$ cat config.mk
export PLATFORM = sky130hd
export DESIGN_NAME = ring_nic
export DESIGN_NICKNAME = d
export VERILOG_FILES = /design/src/rtl/ring_nic.sv
export SDC_FILE = /design/constraint.sdc
export NUM_CORES = 1
export LEC_CHECK = 0
export CORE_MARGIN = 4
export CORE_UTILIZATION = 42
export DETAILED_ROUTE_END_ITERATION = 8
export GPL_TIMING_DRIVEN = 0
export PLACE_DENSITY_LB_ADDON = 0.05
export SKIP_LAST_GASP = 1
export SYNTH_ARGS = -nofsm -noshare
export SYNTH_HDL_FRONTEND = slang
export SYNTH_SLANG_ARGS = --single-unit
$ cat constraint.sdc
create_clock -name clk -period 5.4 [get_ports clk]
set_input_delay 0.81 -clock clk [delete_from_list [all_inputs] [get_ports clk]]
set_output_delay 0.81 -clock clk [all_outputs]
set_load 0.1 [all_outputs]
$ cat src/rtl/ring_nic.sv
// NIC bridging the CPU register port to the local ring router port.
// Holds one injection FIFO (CPU to router) and one ejection FIFO (router to CPU).
module ring_nic #(
  parameter int DATA_WIDTH = 64,
  parameter int DEPTH      = 2
) (
  input  logic                  clk,
  input  logic                  reset,
  input  logic [0:1]            nicAddr,
  input  logic [0:DATA_WIDTH-1] nicDataIn,
  output logic [0:DATA_WIDTH-1] nicDataOut,
  input  logic                  nicEn,
  input  logic                  nicWrEn,
  output logic                  net_so,
  input  logic                  net_ro,
  output logic [0:DATA_WIDTH-1] net_do,
  input  logic                  net_si,
  output logic                  net_ri,
  input  logic [0:DATA_WIDTH-1] net_di
);

  // At least one index bit so DEPTH=1 still gets a legal slice; count bounds occupancy.
  localparam int         IW       = (DEPTH > 1) ? $clog2(DEPTH) : 1;
  localparam int         SLOTS    = 1 << IW;
  localparam logic [IW:0] FULL_CNT = (IW + 1)'(DEPTH);
  localparam logic [IW:0] ONE      = (IW + 1)'(1);

  logic [0:DATA_WIDTH-1] of_mem [SLOTS];
  logic [0:DATA_WIDTH-1] if_mem [SLOTS];

  logic [IW:0] of_wp, of_rp, of_cnt;
  logic [IW:0] if_wp, if_rp, if_cnt;

  logic of_full, of_empty, of_push, of_pop;
  logic if_full, if_empty, if_push, if_pop;
  logic [0:DATA_WIDTH-1] of_head, if_head;

  assign of_full  = (of_cnt == FULL_CNT);
  assign of_empty = (of_cnt == '0);
  assign if_full  = (if_cnt == FULL_CNT);
  assign if_empty = (if_cnt == '0);

  assign of_head = of_mem[of_rp[IW-1:0]];
  assign if_head = if_mem[if_rp[IW-1:0]];

  // Full is sampled before the same-cycle pop, so a write to a full FIFO drops.
  assign of_push = nicEn & nicWrEn & (nicAddr == 2'b10) & ~of_full;
  assign of_pop  = net_so;
  assign net_so  = ~of_empty & net_ro;
  assign net_do  = of_empty ? '0 : of_head;

  assign net_ri  = ~if_full;
  assign if_push = net_si & net_ri;
  assign if_pop  = nicEn & ~nicWrEn & (nicAddr == 2'b00) & ~if_empty;

  always_comb begin
    nicDataOut = '0;
    if (nicEn && !nicWrEn) begin
      case (nicAddr)
        2'b00:   if (!if_empty) nicDataOut = if_head;
        2'b01:   nicDataOut[DATA_WIDTH-1] = ~if_empty;
        2'b11:   nicDataOut[DATA_WIDTH-1] = of_full;
        default: nicDataOut = '0;
      endcase
    end
  end

  always_ff @(posedge clk or posedge reset) begin
    if (reset) begin
      of_wp  <= '0;
      of_rp  <= '0;
      of_cnt <= '0;
      if_wp  <= '0;
      if_rp  <= '0;
      if_cnt <= '0;
    end else begin
      if (of_push) of_wp <= of_wp + ONE;
      if (of_pop)  of_rp <= of_rp + ONE;
      case ({of_push, of_pop})
        2'b10:   of_cnt <= of_cnt + ONE;
        2'b01:   of_cnt <= of_cnt - ONE;
        default: of_cnt <= of_cnt;
      endcase
      if (if_push) if_wp <= if_wp + ONE;
      if (if_pop)  if_rp <= if_rp + ONE;
      case ({if_push, if_pop})
        2'b10:   if_cnt <= if_cnt + ONE;
        2'b01:   if_cnt <= if_cnt - ONE;
        default: if_cnt <= if_cnt;
      endcase
    end
  end

  // Storage needs no reset: contents are only visible through a non-empty head.
  always_ff @(posedge clk) begin
    if (of_push) of_mem[of_wp[IW-1:0]] <= nicDataIn;
    if (if_push) if_mem[if_wp[IW-1:0]] <= net_di;
  end

endmodule

======== Word level (Yosys, flattened, before mapping) ========
Memories as Yosys holds them, arrays and structs flattened.
Cells that the tools add are included.
storage, ports and cells
  memory bits (read-only) ................. 0
  memories kept ........................... 2
  register bits ........................... 12
  logic and storage cells ................. 56
  bits of input ports ..................... 136
  bits in latches ......................... 0
  memory bits (writable) .................. 256
  output and inout bits ................... 130
cells by class
  reductions and logical operators ........ 7
  divide/modulo/power cells ............... 0
  $mul .................................... 0
  equal/unequal tests ..................... 9
  muxes and demuxes ....................... 11
  $lt $le $gt $ge ......................... 0
  shifts and indexed selects .............. 0
  bitwise logic cells ..................... 13
  add/subtract/negate cells ............... 8
memories
  name    words  width  read ports  clocked after Yosys merged registers in  wr ports  RTL line  RTL
  if_mem  2      64     1           0                                        1         29        logic [0:DATA_WIDTH-1] if_mem [SLOTS];
  of_mem  2      64     1           0                                        1         28        logic [0:DATA_WIDTH-1] of_mem [SLOTS];
operators by type and width
  kind                                                                   number
  64-bit two-way mux                                                     3
  63-bit two-way mux                                                     1
  2-bit by 1-bit adder with 2-bit output, second input constant          6
  2-bit equality test, second input constant                             6
  1-bit AND                                                              8
  2-bit one-hot mux with 2 select lines                                  2
  2-bit by 1-bit equality test with 1-bit output, second input constant  3
  2-bit zero test                                                        3
  1-bit inverter                                                         5
  1-bit two-way mux                                                      4
  2-bit nonzero test                                                     2
  2-bit by 1-bit subtractor with 2-bit output, second input constant     2
  1-bit one-hot mux with 3 select lines                                  1
  1-bit logical AND                                                      1
  1-bit zero test                                                        1

======== Logic depth before layout (Yosys ltp) ========
Gate-level depths: netlist (run 1).
  word-level depth ........................ 6
  gate-level depth with buffers ........... 9
  mapped depth without buffers ............ 7

======== Worst setup path before layout (run 1) ========
OpenSTA, ideal clock, no wires.
  path type ............................... input-to-output
  start ................................... input port nicAddr[0] (netlist name)
  end ..................................... output port nicDataOut[63] (netlist name)
  arrival ................................. 4.038 ns
  stages on the path ...................... 3
  data required time ...................... 4.590 ns
  slack ................................... 0.552 ns
  path buffers ............................ 0
  cell sequence ........................... o21bai_1 > o21bai_1 > nor4bb_1
on the way
  cells in the longest elaborated chain, start to end .. 3
  elaborated cells between the ends (all ways) .. 5
  those cells by class .................... eq/ne: 2; mux: 2; reduce/logical: 1
RTL lines
  item                                         RTL line  RTL
  start, declared                              9         input logic [0:1] nicAddr,
  2-bit equality test (tied with other cells)  59        case (nicAddr)
  1-bit one-hot mux with 3 select lines (*)    59
  64-bit two-way mux (*)                       58        if (nicEn && !nicWrEn) begin
  end, declared                                11        output logic [0:DATA_WIDTH-1] nicDataOut,
Mark *: on every way between the ends. The rest lies on a longest branch, timed or not.

======== Worst setup path in the final report (run 1) ========
  start ................................... input port nicAddr[0] (netlist name)
  end ..................................... output port nicDataOut[2] (netlist name)
on the way
  cells in the longest elaborated chain, start to end .. 3
RTL lines
  item                RTL line
  2-bit zero test     59
  63-bit two-way mux  59
  64-bit two-way mux  58
No other way between the ends.

==> impl_metrics.prom, run 1 <==
# TYPE chip_impl_metric gauge
chip_impl_metric{name="area_post_placement",unit="µm²"} 13700
chip_impl_metric{name="layout.cells.non_filler",unit=""} 1230
chip_impl_info{name="worst_setup_path_start_kind",value="input port"} 1
chip_impl_metric{name="timing.critical_path.required",unit="ns"} 4.59
chip_impl_info{name="post-synth-top-count-cell",value="sky130_fd_sc_hd__edfxtp_1"} 1
chip_impl_metric{name="area_fraction_in_and_or_nand_and_nor_cells_after_synthesis",unit=""} 0.08921
chip_impl_info{name="status",value="complete, no violations"} 1
chip_impl_metric{name="drt_pre_antenna_iters",unit=""} 4
chip_impl_metric{name="die_h",unit="µm"} 165.8
chip_impl_metric{name="holdWs",unit="ns"} 0.5097
chip_impl_metric{name="placement_rows",unit=""} 57
chip_impl_metric{name="die_area",unit="µm²"} 27500
chip_impl_metric{name="finalWorstSetupSlack",unit="ns"} 1.109
chip_impl_info{name="rsz0062_at_grt",value="no"} 1
chip_impl_metric{name="vias_in_the_first_global_route",unit=""} 6218
chip_impl_metric{name="cts_hold_buf",unit=""} 0
chip_impl_metric{name="initialDrtViolationCount",unit=""} 253
chip_impl_metric{name="synth_fp_nets",unit=""} 720
chip_impl_metric{name="final_max_tran_viols",unit=""} 0
chip_impl_info{name="holdCritPathClass",value="flop to flop"} 1
chip_impl_metric{name="clock.fmax",unit="GHz"} 0.2330
chip_impl_metric{name="yosysWarningCount",unit=""} 0
chip_impl_metric{name="post_cts_clock_slew_at_the_launch_and_capture_registers_of_the_worst_setup_and_hold_paths",unit="ns"} 0.05
chip_impl_metric{name="areaGrowthSynthToFinish",unit="%"} 39.45
chip_impl_metric{name="min_period",unit="ns"} 4.291
chip_impl_metric{name="drive_gt1_frac",unit=""} 0.1282
chip_impl_metric{name="final_stage_net_count",unit=""} 1023
chip_impl_metric{name="yosys-mux-area-fraction",unit=""} 0.1225
chip_impl_metric{name="ff2ff_path_depth",unit=""} 6
chip_impl_metric{name="routed-via-count",unit=""} 5722
chip_impl_metric{name="final.setup_skew",unit="ns"} 0.009221
chip_impl_metric{name="antenna_violating_nets_post_route",unit=""} 0
chip_impl_metric{name="synth.ff_latch_count",unit=""} 264
chip_impl_info{name="worst-setup-path-type",value="input port to primary output"} 1
chip_impl_metric{name="routed_wire_length_per_instance",unit="µm"} 17.71
chip_impl_metric{name="seq_area",unit="µm²"} 7888
chip_impl_metric{name="syn_inst",unit=""} 582
chip_impl_metric{name="grt.total_usage",unit=""} 0.1516
chip_impl_metric{name="ys_types",unit=""} 23
chip_impl_metric{name="pin_count",unit=""} 266
chip_impl_metric{name="max_cap_viol_count",unit=""} 0
chip_impl_metric{name="clock_sinks",unit=""} 264
chip_impl_metric{name="r2r_setup_slk",unit="ns"} 2.99
chip_impl_info{name="whs_endpoint",value="of_cnt[1]$_DFFE_PP0P_"} 1
chip_impl_metric{name="cts-resized-gates",unit=""} 0
chip_impl_info{name="cts.root.buffer_cell",value="sky130_fd_sc_hd__clkbuf_16"} 1
chip_impl_metric{name="post-route-cell-area",unit="µm²"} 14590
chip_impl_info{name="synth_top_family_by_area",value="multiplexers"} 1
chip_impl_metric{name="core-area",unit="µm²"} 24390
chip_impl_metric{name="synth.avg_cell_area",unit="µm²"} 17.98
chip_impl_metric{name="gpl.final_weighted_congestion",unit=""} 0.7201
chip_impl_metric{name="timing.final.crit_share",unit=""} 0.7946
chip_impl_metric{name="leakage",unit="nW"} 5.131
chip_impl_metric{name="wire_length_of_the_first_global_routing_pass",unit="µm"} 33330
chip_impl_info{name="ys_top_cells_by_count",value="sky130_fd_sc_hd__edfxtp_1 (256), sky130_fd_sc_hd__mux2i_1 (128), sky130_fd_sc_hd__nor2_1 (84)"} 1
chip_impl_info{name="r2r_start",value="of_cnt[1]$_DFFE_PP0P_"} 1
chip_impl_metric{name="floorplan.initialDensity",unit=""} 0.4290
chip_impl_metric{name="numCtsBuffers",unit=""} 29
chip_impl_metric{name="setup_viol_count_final",unit=""} 0
chip_impl_metric{name="max_slew_margin",unit=""} 0.2947
chip_impl_metric{name="grt_start_max_net_pins",unit=""} 34
chip_impl_metric{name="synth_enable_flop_cells",unit=""} 256
chip_impl_metric{name="layout.filler_cells",unit=""} 1904
chip_impl_info{name="clock_tree_from_tritoncts",value="yes"} 1
chip_impl_metric{name="portBuffers",unit=""} 265
chip_impl_metric{name="clock_insertion_delay_worst_skew",unit="ns"} 0.53
chip_impl_metric{name="cp_data_arrival_time",unit="ns"} 3.48
chip_impl_metric{name="max-clock-path-buffers",unit=""} 3
chip_impl_metric{name="die_width",unit="µm"} 165.8
chip_impl_metric{name="adder_cell_share_of_the_synthesized_area",unit=""} 0.002392
chip_impl_metric{name="htreeDepth",unit=""} 1
chip_impl_metric{name="avgViaCountPerCell",unit=""} 4.652
chip_impl_metric{name="vdd.ir_drop.worst",unit="µV"} 482.0
chip_impl_metric{name="grt_remaining_overflow",unit=""} 0
chip_impl_metric{name="dp_cells",unit=""} 1178
chip_impl_metric{name="whs_path_depth",unit=""} 1
chip_impl_info{name="worstHoldStart",value="of_cnt[1]$_DFFE_PP0P_"} 1
chip_impl_info{name="synth.area.top_cells",value="sky130_fd_sc_hd__edfxtp_1 (73%), sky130_fd_sc_hd__mux2i_1 (12%), sky130_fd_sc_hd__nor2_4 (5.3%)"} 1
chip_impl_info{name="r2r_end",value="of_mem[1][28]$_DFFE_PP_"} 1
chip_impl_info{name="timing.critical_path.to_type",value="primary output"} 1
chip_impl_metric{name="synth_compound_area_frac",unit=""} 0.002153
chip_impl_metric{name="power_per_cell_area",unit="nW/µm²"} 570.8
chip_impl_metric{name="final_hold_viol_count",unit=""} 0
chip_impl_metric{name="postSynth.asyncResetShare",unit=""} 0.03030
chip_impl_metric{name="drt_drc_violations_left",unit=""} 0
chip_impl_metric{name="synth-seq-area-share",unit=""} 0.7539
chip_impl_metric{name="synth_top_area_frac",unit=""} 0.7348
chip_impl_metric{name="netlist_area",unit="µm²"} 10460
chip_impl_info{name="synth_top_area_cell",value="sky130_fd_sc_hd__edfxtp_1"} 1
chip_impl_metric{name="drt_wl_total",unit="µm"} 21780
chip_impl_metric{name="tightest_slew",unit="ns"} 1.055
chip_impl_metric{name="preCtsSetupSlack",unit="ns"} 1.111
chip_impl_metric{name="synth_xor_xnor_area_share",unit=""} 0.008371
chip_impl_metric{name="post-dp-hpwl",unit="µm"} 15450
chip_impl_metric{name="multi_input_area",unit="µm²"} 2377
chip_impl_metric{name="grt_antenna_before_repair",unit=""} 1
chip_impl_metric{name="final.setup.tns",unit="ns"} 0
chip_impl_metric{name="cts_setup_buffers",unit=""} 0
chip_impl_metric{name="timing.critical_path.fanout_max",unit=""} 10
chip_impl_info{name="synth_top_flop_cell",value="sky130_fd_sc_hd__edfxtp_1"} 1
## final cells by class
type                    count  area share
inverters                   3   0.0007718
clock inverters             8    0.005917
repair buffers            272      0.1924
flip-flops and latches    264      0.5406
diodes                      1   0.0001715
multi-input cells         286      0.1629
plain buffers              29     0.01466
well taps                 324     0.02779
clock buffers              43     0.05471
## routing by layer
layer,GRT usage,share of wire,up-vias
li1,-,-,2763
met1,0.1784,0.39,2737
met2,0.2598,0.50,190
met3,0.06308,0.098,32
met4,0.03694,0.018,0
met5,0,0,-
## worst max-delay path by stage
stage,start,to,slack [ns],cells after the start
3_5_place_dp,nicAddr[0],nicDataOut[7],1.11,7
4_1_cts,nicAddr[0],nicDataOut[55],1.09,6
2_1_floorplan,nicAddr[0],nicDataOut[63],0.55,3
3_3_place_gp,nicAddr[1],of_mem[0][26]$_DFFE_PP_,-1.09,5
6_report,nicAddr[0],nicDataOut[2],1.11,7
5_1_grt,nicAddr[0],nicDataOut[2],1.03,7
## through the flow
step                total power (W)  utilization
finish                     0.008328       0.5982
global route               0.008677       0.5982
CTS                        0.008439       0.5981
detailed placement         0.006585       0.5618
global placement           0.006534       0.5543
floorplan                  0.005644            -
## registers in the layout, summed over array words and instances, names as in the netlist
register / count
of_mem: 128
of_wp: 1
if_mem: 128
if_rp: 1
of_cnt: 2
if_wp: 1
of_rp: 1
if_cnt: 2
## critical path: stages
cell and delay (ns):
sky130_fd_sc_hd__clkdlybuf4s50_1 0.44, sky130_fd_sc_hd__o21bai_1 0.20, sky130_fd_sc_hd__or3_4 0.39, sky130_fd_sc_hd__buf_6 0.18, sky130_fd_sc_hd__buf_12 0.17, sky130_fd_sc_hd__nor2_4 0.09
sky130_fd_sc_hd__clkdlybuf4s50_1 1.17
## cells by family after synthesis
logic type | after synthesis
AOI/OAI and AO/OA | 3
xor gates and xnor gates | 10
adders and majority gates | 2
buffers and inverters | 32
DFF | 264
muxes | 128
and+or+nand+nor | 143
## layout by cell type, fill, tap and decap left out, types with 2 or more instances in the layout
cell / Yosys / layout
sky130_fd_sc_hd__clkbuf_16: 0 / 29
sky130_fd_sc_hd__bufinv_16: 0 / 2
sky130_fd_sc_hd__nor2b_1: 2 / 2
sky130_fd_sc_hd__buf_12: 5 / 10
sky130_fd_sc_hd__dfrtp_1: 8 / 8
sky130_fd_sc_hd__buf_2: 13 / 13
sky130_fd_sc_hd__xnor2_1: 7 / 7
sky130_fd_sc_hd__clkinv_2: 0 / 3
sky130_fd_sc_hd__nand2b_1: 2 / 2
sky130_fd_sc_hd__clkdlybuf4s50_1: 0 / 265
sky130_fd_sc_hd__inv_1: 3 / 3
sky130_fd_sc_hd__nor2_1: 84 / 81
sky130_fd_sc_hd__clkinv_1: 0 / 3
sky130_fd_sc_hd__nor2_4: 49 / 52
sky130_fd_sc_hd__nand2_1: 2 / 2
sky130_fd_sc_hd__ha_1: 2 / 2
sky130_fd_sc_hd__edfxtp_1: 256 / 256
sky130_fd_sc_hd__o21bai_1: 2 / 2
sky130_fd_sc_hd__clkbuf_1: 6 / 18
sky130_fd_sc_hd__mux2i_1: 128 / 128
sky130_fd_sc_hd__buf_16: 0 / 2
sky130_fd_sc_hd__clkbuf_8: 0 / 2
sky130_fd_sc_hd__xor2_1: 3 / 3
sky130_fd_sc_hd__buf_1: 4 / 4
## where the power goes
part | internal [W] | switching [W]
Combinational | 0.000990 | 0.00285
Clock | 0.00111 | 0.000719
Sequential | 0.00258 | 0.0000848
No activity file was read; power rests on OpenSTA's default activity.
==> run 2: changes to the inputs <==
clock period = 4.19 ns   (was 5.4 ns; I/O delays follow)
==> impl_metrics.prom, run 2 (synthesized netlist as in run 1, its figures left out) <==
# TYPE chip_impl_metric gauge
chip_impl_metric{name="final.setup_skew",unit="ns"} 0.007026
chip_impl_info{name="worst-setup-path-type",value="input port to primary output"} 1
chip_impl_metric{name="placement_rows",unit=""} 57
chip_impl_metric{name="cts_hold_buf",unit=""} 0
chip_impl_metric{name="avgViaCountPerCell",unit=""} 4.670
chip_impl_metric{name="grt_start_max_net_pins",unit=""} 65
chip_impl_metric{name="post-route-cell-area",unit="µm²"} 14590
chip_impl_metric{name="max-clock-path-buffers",unit=""} 3
chip_impl_metric{name="die_h",unit="µm"} 165.8
chip_impl_metric{name="post-dp-hpwl",unit="µm"} 15350
chip_impl_metric{name="grt.total_usage",unit=""} 0.1515
chip_impl_metric{name="timing.final.crit_share",unit=""} 0.9354
chip_impl_metric{name="floorplan.initialDensity",unit=""} 0.4290
chip_impl_metric{name="routed-via-count",unit=""} 5740
chip_impl_metric{name="portBuffers",unit=""} 265
chip_impl_metric{name="area_post_placement",unit="µm²"} 13680
chip_impl_metric{name="cts_setup_buffers",unit=""} 0
chip_impl_metric{name="die_area",unit="µm²"} 27500
chip_impl_metric{name="vdd.ir_drop.worst",unit="µV"} 665.0
chip_impl_metric{name="final_stage_net_count",unit=""} 1021
chip_impl_metric{name="clock_sinks",unit=""} 264
chip_impl_metric{name="areaGrowthSynthToFinish",unit="%"} 39.42
chip_impl_metric{name="drive_gt1_frac",unit=""} 0.1315
chip_impl_metric{name="gpl.final_weighted_congestion",unit=""} 0.7691
chip_impl_metric{name="die_width",unit="µm"} 165.8
chip_impl_metric{name="grt_remaining_overflow",unit=""} 0
chip_impl_metric{name="layout.filler_cells",unit=""} 1898
chip_impl_metric{name="vias_in_the_first_global_route",unit=""} 6219
chip_impl_metric{name="core-area",unit="µm²"} 24390
chip_impl_metric{name="diodes",unit=""} 0
chip_impl_metric{name="min_period",unit="ns"} 3.920
chip_impl_metric{name="drt_wl_total",unit="µm"} 21790
chip_impl_metric{name="post_cts_clock_slew_at_the_launch_and_capture_registers_of_the_worst_setup_and_hold_paths",unit="ns"} 0.06
chip_impl_metric{name="drt_drc_violations_left",unit=""} 0
chip_impl_info{name="status",value="complete, no violations"} 1
chip_impl_metric{name="leakage",unit="nW"} 5.128
chip_impl_info{name="cts.root.buffer_cell",value="sky130_fd_sc_hd__clkbuf_16"} 1
chip_impl_info{name="holdCritPathClass",value="input port to asynchronous set/reset pin"} 1
chip_impl_metric{name="clock.fmax",unit="GHz"} 0.2551
chip_impl_metric{name="max_cap_viol_count",unit=""} 0
chip_impl_metric{name="max_slew_margin",unit=""} 0.2832
chip_impl_metric{name="final_hold_viol_count",unit=""} 0
chip_impl_info{name="worst_setup_path_start_kind",value="input port"} 1
chip_impl_metric{name="grt_antenna_before_repair",unit=""} 0
chip_impl_metric{name="finalWorstSetupSlack",unit="ns"} 0.2705
chip_impl_info{name="timing.critical_path.to_type",value="primary output"} 1
chip_impl_info{name="clock_tree_from_tritoncts",value="yes"} 1
chip_impl_metric{name="wire_length_of_the_first_global_routing_pass",unit="µm"} 33230
chip_impl_metric{name="setup_viol_count_final",unit=""} 0
chip_impl_metric{name="clock_insertion_delay_worst_skew",unit="ns"} 0.53
chip_impl_metric{name="timing.critical_path.fanout_max",unit=""} 10
chip_impl_metric{name="pin_count",unit=""} 266
chip_impl_metric{name="utilization",unit=""} 0.5980
chip_impl_info{name="mostFrequentLayoutCells",value="sky130_fd_sc_hd__clkdlybuf4s50_1 (265), sky130_fd_sc_hd__edfxtp_1 (256), sky130_fd_sc_hd__mux2i_1 (128)"} 1
chip_impl_info{name="layout_commonest_cell",value="sky130_fd_sc_hd__clkdlybuf4s50_1"} 1
chip_impl_metric{name="routed_wire_length_per_instance",unit="µm"} 17.73
chip_impl_metric{name="initialDrtViolationCount",unit=""} 253
chip_impl_metric{name="final_max_tran_viols",unit=""} 0
chip_impl_metric{name="cp_data_arrival_time",unit="ns"} 3.29
chip_impl_metric{name="htreeDepth",unit=""} 1
chip_impl_metric{name="numCtsBuffers",unit=""} 28
chip_impl_info{name="rsz0062_at_grt",value="no"} 1
chip_impl_metric{name="drt_pre_antenna_iters",unit=""} 5
chip_impl_metric{name="preCtsSetupSlack",unit="ns"} 0.2636
chip_impl_metric{name="timing.critical_path.required",unit="ns"} 3.56
chip_impl_metric{name="power_per_cell_area",unit="nW/µm²"} 737.1
chip_impl_metric{name="antenna_violating_nets_post_route",unit=""} 0
chip_impl_metric{name="cts-resized-gates",unit=""} 0
chip_impl_metric{name="tightest_slew",unit="ns"} 1.072
chip_impl_metric{name="holdWs",unit="ns"} 0.3732
[run 2: changes by cell type in the layout (fill, tap and decap cells not counted)]
cell	change
sky130_fd_sc_hd__buf_16	-1
sky130_fd_sc_hd__bufinv_16	+1
sky130_fd_sc_hd__clkbuf_1	-10
sky130_fd_sc_hd__clkbuf_8	-2
sky130_fd_sc_hd__clkinv_1	+8
sky130_fd_sc_hd__clkinv_2	+2
sky130_fd_sc_hd__clkinvlp_4	+2
sky130_fd_sc_hd__diode_2	-1
sky130_fd_sc_hd__nor4bb_1	-1
sky130_fd_sc_hd__nor4bb_2	+1
[run 2: routing by layer]
layer  part of all wire  track usage  wire, µm  up-vias
li1                   -            -         -     2763
met1               0.38       0.1718      8305     2764
met2               0.51       0.2692     11060      191
met3              0.098      0.06189      2129       22
met4              0.014      0.03443       302        0
met5                  0            0         0        -
[run 2: path summary, 6_finish.rpt]
path	startpoint	end	slack, ns	cells past startpoint
setup / recovery	nicAddr[0]	nicDataOut[50]	0.27	6
min in group clk	if_cnt[1]$_DFFE_PP0P_	if_cnt[1]$_DFFE_PP0P_	0.50	1
hold / removal	reset	of_cnt[0]$_DFFE_PP0P_	0.37	2
setup reg to reg	of_cnt[1]$_DFFE_PP0P_	of_mem[1][32]$_DFFE_PP_	2.15	6
max in group asynchronous	reset	of_wp[0]$_DFFE_PP0P_	3.56	2
hold reg to reg	if_cnt[1]$_DFFE_PP0P_	if_cnt[1]$_DFFE_PP0P_	0.50	1
[run 2: layout make-up]
class | instances | area [µm²] | share of cell area
clock buffers | 31 | 733.2 | 0.05027
plain buffers | 29 | 214.0 | 0.01467
well taps | 324 | 405.4 | 0.02779
clock inverters | 21 | 171.4 | 0.01175
inverters | 3 | 11.26 | 0.0007720
flip-flops and latches | 264 | 7888 | 0.5407
multi-input cells | 286 | 2384 | 0.1634
repair buffers | 271 | 2780 | 0.1906
[run 2: metrics by stage]
stage / instances / setup TNS [ns] / power, W
after floorplan: 582 / -30.75 / 0.007269
after global placement: 1171 / -269.84 / 0.008405
after detailed placement: 1177 / 0 / 0.008480
after CTS: 1229 / 0 / 0.01089
after global routing: 1229 / 0 / 0.01120
final: 1229 / 0 / 0.01075
[run 2: critical path, stage by stage]
cell and delay [ns]:
sky130_fd_sc_hd__clkdlybuf4s50_1 0.44, sky130_fd_sc_hd__o21bai_1 0.20, sky130_fd_sc_hd__or3_4 0.39, sky130_fd_sc_hd__clkbuf_1 0.24, sky130_fd_sc_hd__nor2_1 0.19, sky130_fd_sc_hd__clkdlybuf4s50_1 1.20
[run 2: report_power, final]
| part | internal, W | switching (W) | leakage, nW |
|---|---|---|---|
| sequential | 0.00332 | 0.000109 | 2.44 |
| combinational | 0.00127 | 0.00368 | 2.25 |
| clock | 0.00143 | 0.000942 | 0.439 |
==> variant, RTL diff (config.mk and constraints of run 2) <==
Reset style: synchronous (`reset`), changed in one clocked block.
--- a/src/rtl/ring_nic.sv
+++ b/src/rtl/ring_nic.sv
@@ -65,7 +65,7 @@
     end
   end
 
-  always_ff @(posedge clk or posedge reset) begin
+  always_ff @(posedge clk) begin
     if (reset) begin
       of_wp  <= '0;
       of_rp  <= '0;
Formal check against the unedited RTL: differs if reset is asserted again (counterexample within 4 cycles, from zero or initial values and one cycle with reset high); with reset held inactive, the same outputs for 4 cycles.
==> variant against run 2 <==
- final cell count up 1.2%
- wire length down 0.19%
- sequential cell count up 2
- area after synthesis down 1.4%
- utilization about the same
- critical path depth up 1
- setup slack worse by 0.069 ns
- design area down 0.52%
- count of clock-buffer cells in the layout up 7
- global-route usage up 0.094 points
- largest cell class unchanged
- sequential share of layout area up 0.28 points
Power is not compared: it rests on default switching activity, and its combinational part moved more than twofold at a synthesized area within 25%.
==> variant: results (changes against run 2) <==
* Crit share post-route at 95.2% (+1.6 points)
* CTS Buf Count at 30 (+7.1%)
* Top post-synthesis cells by area: edfxtp_1, mux2i_1, nor2_2, nor2_1, dfxtp_1
* Netlist cell types at 31 (+35%)
* Critical path startpoint: nicAddr[1]
* Slew @ Worst Pin at 1.07 ns (-0.00289 ns)
* Compound-cell area share of the yosys netlist at 0.533% (+0.32 points)
* Worst r2r src: of_cnt[0]$_SDFFE_PP0P_
* First-pass GRT wire length at 32.2 mm (-3.2%)
* Post-Synth XOR/XNOR Area at 0.424% (-0.41 points)
* Cell total after placement at 1190 (+1.1%)
* Worst Hold Class: flop to flop
* Status: finished, final reports clean
* WP data arrival at 3.36 ns (+0.07 ns)
* Routability cong. at 0.744 (-3.3%)
* Post-synthesis net count at 735 (+2.1%)
* Average wire per standard cell at 17.5 um (-1.4%)
* Via Count at 5831 (+1.6%)
* Register-to-Register Path Depth at 5 (-1)
* DR iter-0 viols at 281 (+11%)
* Mux share of post-synthesis cell area at 12.7% (+0.50 points)
* Synth async-reset ratio at 0% (-3.0 points)
* Top cells by count, synth: edfxtp_1, mux2i_1, nor2_1
* Clock skew at 0.00857 ns (+0.00155 ns)
* Tot GR Track Use at 15.2% (+0.094 points)
[variant: changes by cell type after synthesis, sizes merged, moves of 2 or more]
cell and change:
a21oi +3, buf -2, dfrtp -8, dfxtp +10, mux2 +3, nor2 +5, o21ai +3, o21bai -2
xnor2 -5
[variant: area by class of cell]
| type | instances | area [um2] |
|---|---|---|
| clock inverter | 15 | 224 |
| fill | 1817 | 9740 |
| multi-input combinational | 299 | 2220 |
| inverter | 4 | 17.5 |
| clock buffer | 38 | 802 |
| timing repair buffer | 269 | 2730 |
| antenna | 1 | 2.50 |
| tap | 324 | 405 |
| buffer | 28 | 223 |
| sequential | 266 | 7890 |
[variant: worst min path at each step]
stage,end,slack [ns]
6_report,of_rp[0]$_SDFFE_PP0P_,0.51
5_1_grt,if_cnt[1]$_SDFFE_PP0P_,0.56
4_1_cts,of_rp[0]$_SDFFE_PP0P_,0.52
3_5_place_dp,of_rp[0]$_SDFFE_PP0P_,0.50
3_3_place_gp,of_rp[0]$_SDFFE_PP0P_,0.49
2_1_floorplan,flop,0.47
[variant: kinds of logic after synthesis]
kind of cell | Yosys count
AO/OA/AOI/OAI | 9
XOR/XNOR | 5
adder cells (fa/ha/maj) | 2
buffers and inverters | 32
flip-flops | 266
multiplexers | 131
AND/OR/NAND/NOR | 152
[variant: worst max-delay path: cells and delay by family]
| family | cells | cell delay (ns) |
|---|---|---|
| buf+inv | 4 | 1.97 |
| simple gates | 3 | 0.74 |
[variant: where the power goes]
group	internal [mW]	total [mW]	switching (mW)
Clock	1.71	2.67	0.961
Sequential	3.04	3.07	0.0296
Combinational	0.317	1.05	0.729
[variant: per-layer routing]
| metal | up-vias | GRT usage, % | wire [um] |
|---|---|---|---|
| li1 | 2819 | - | - |
| met1 | 2759 | 17.1 | 8110 |
| met2 | 207 | 26.7 | 10800 |
| met3 | 42 | 6.04 | 2210 |
| met4 | 4 | 4.73 | 595 |
| met5 | - | 0 | 32 |
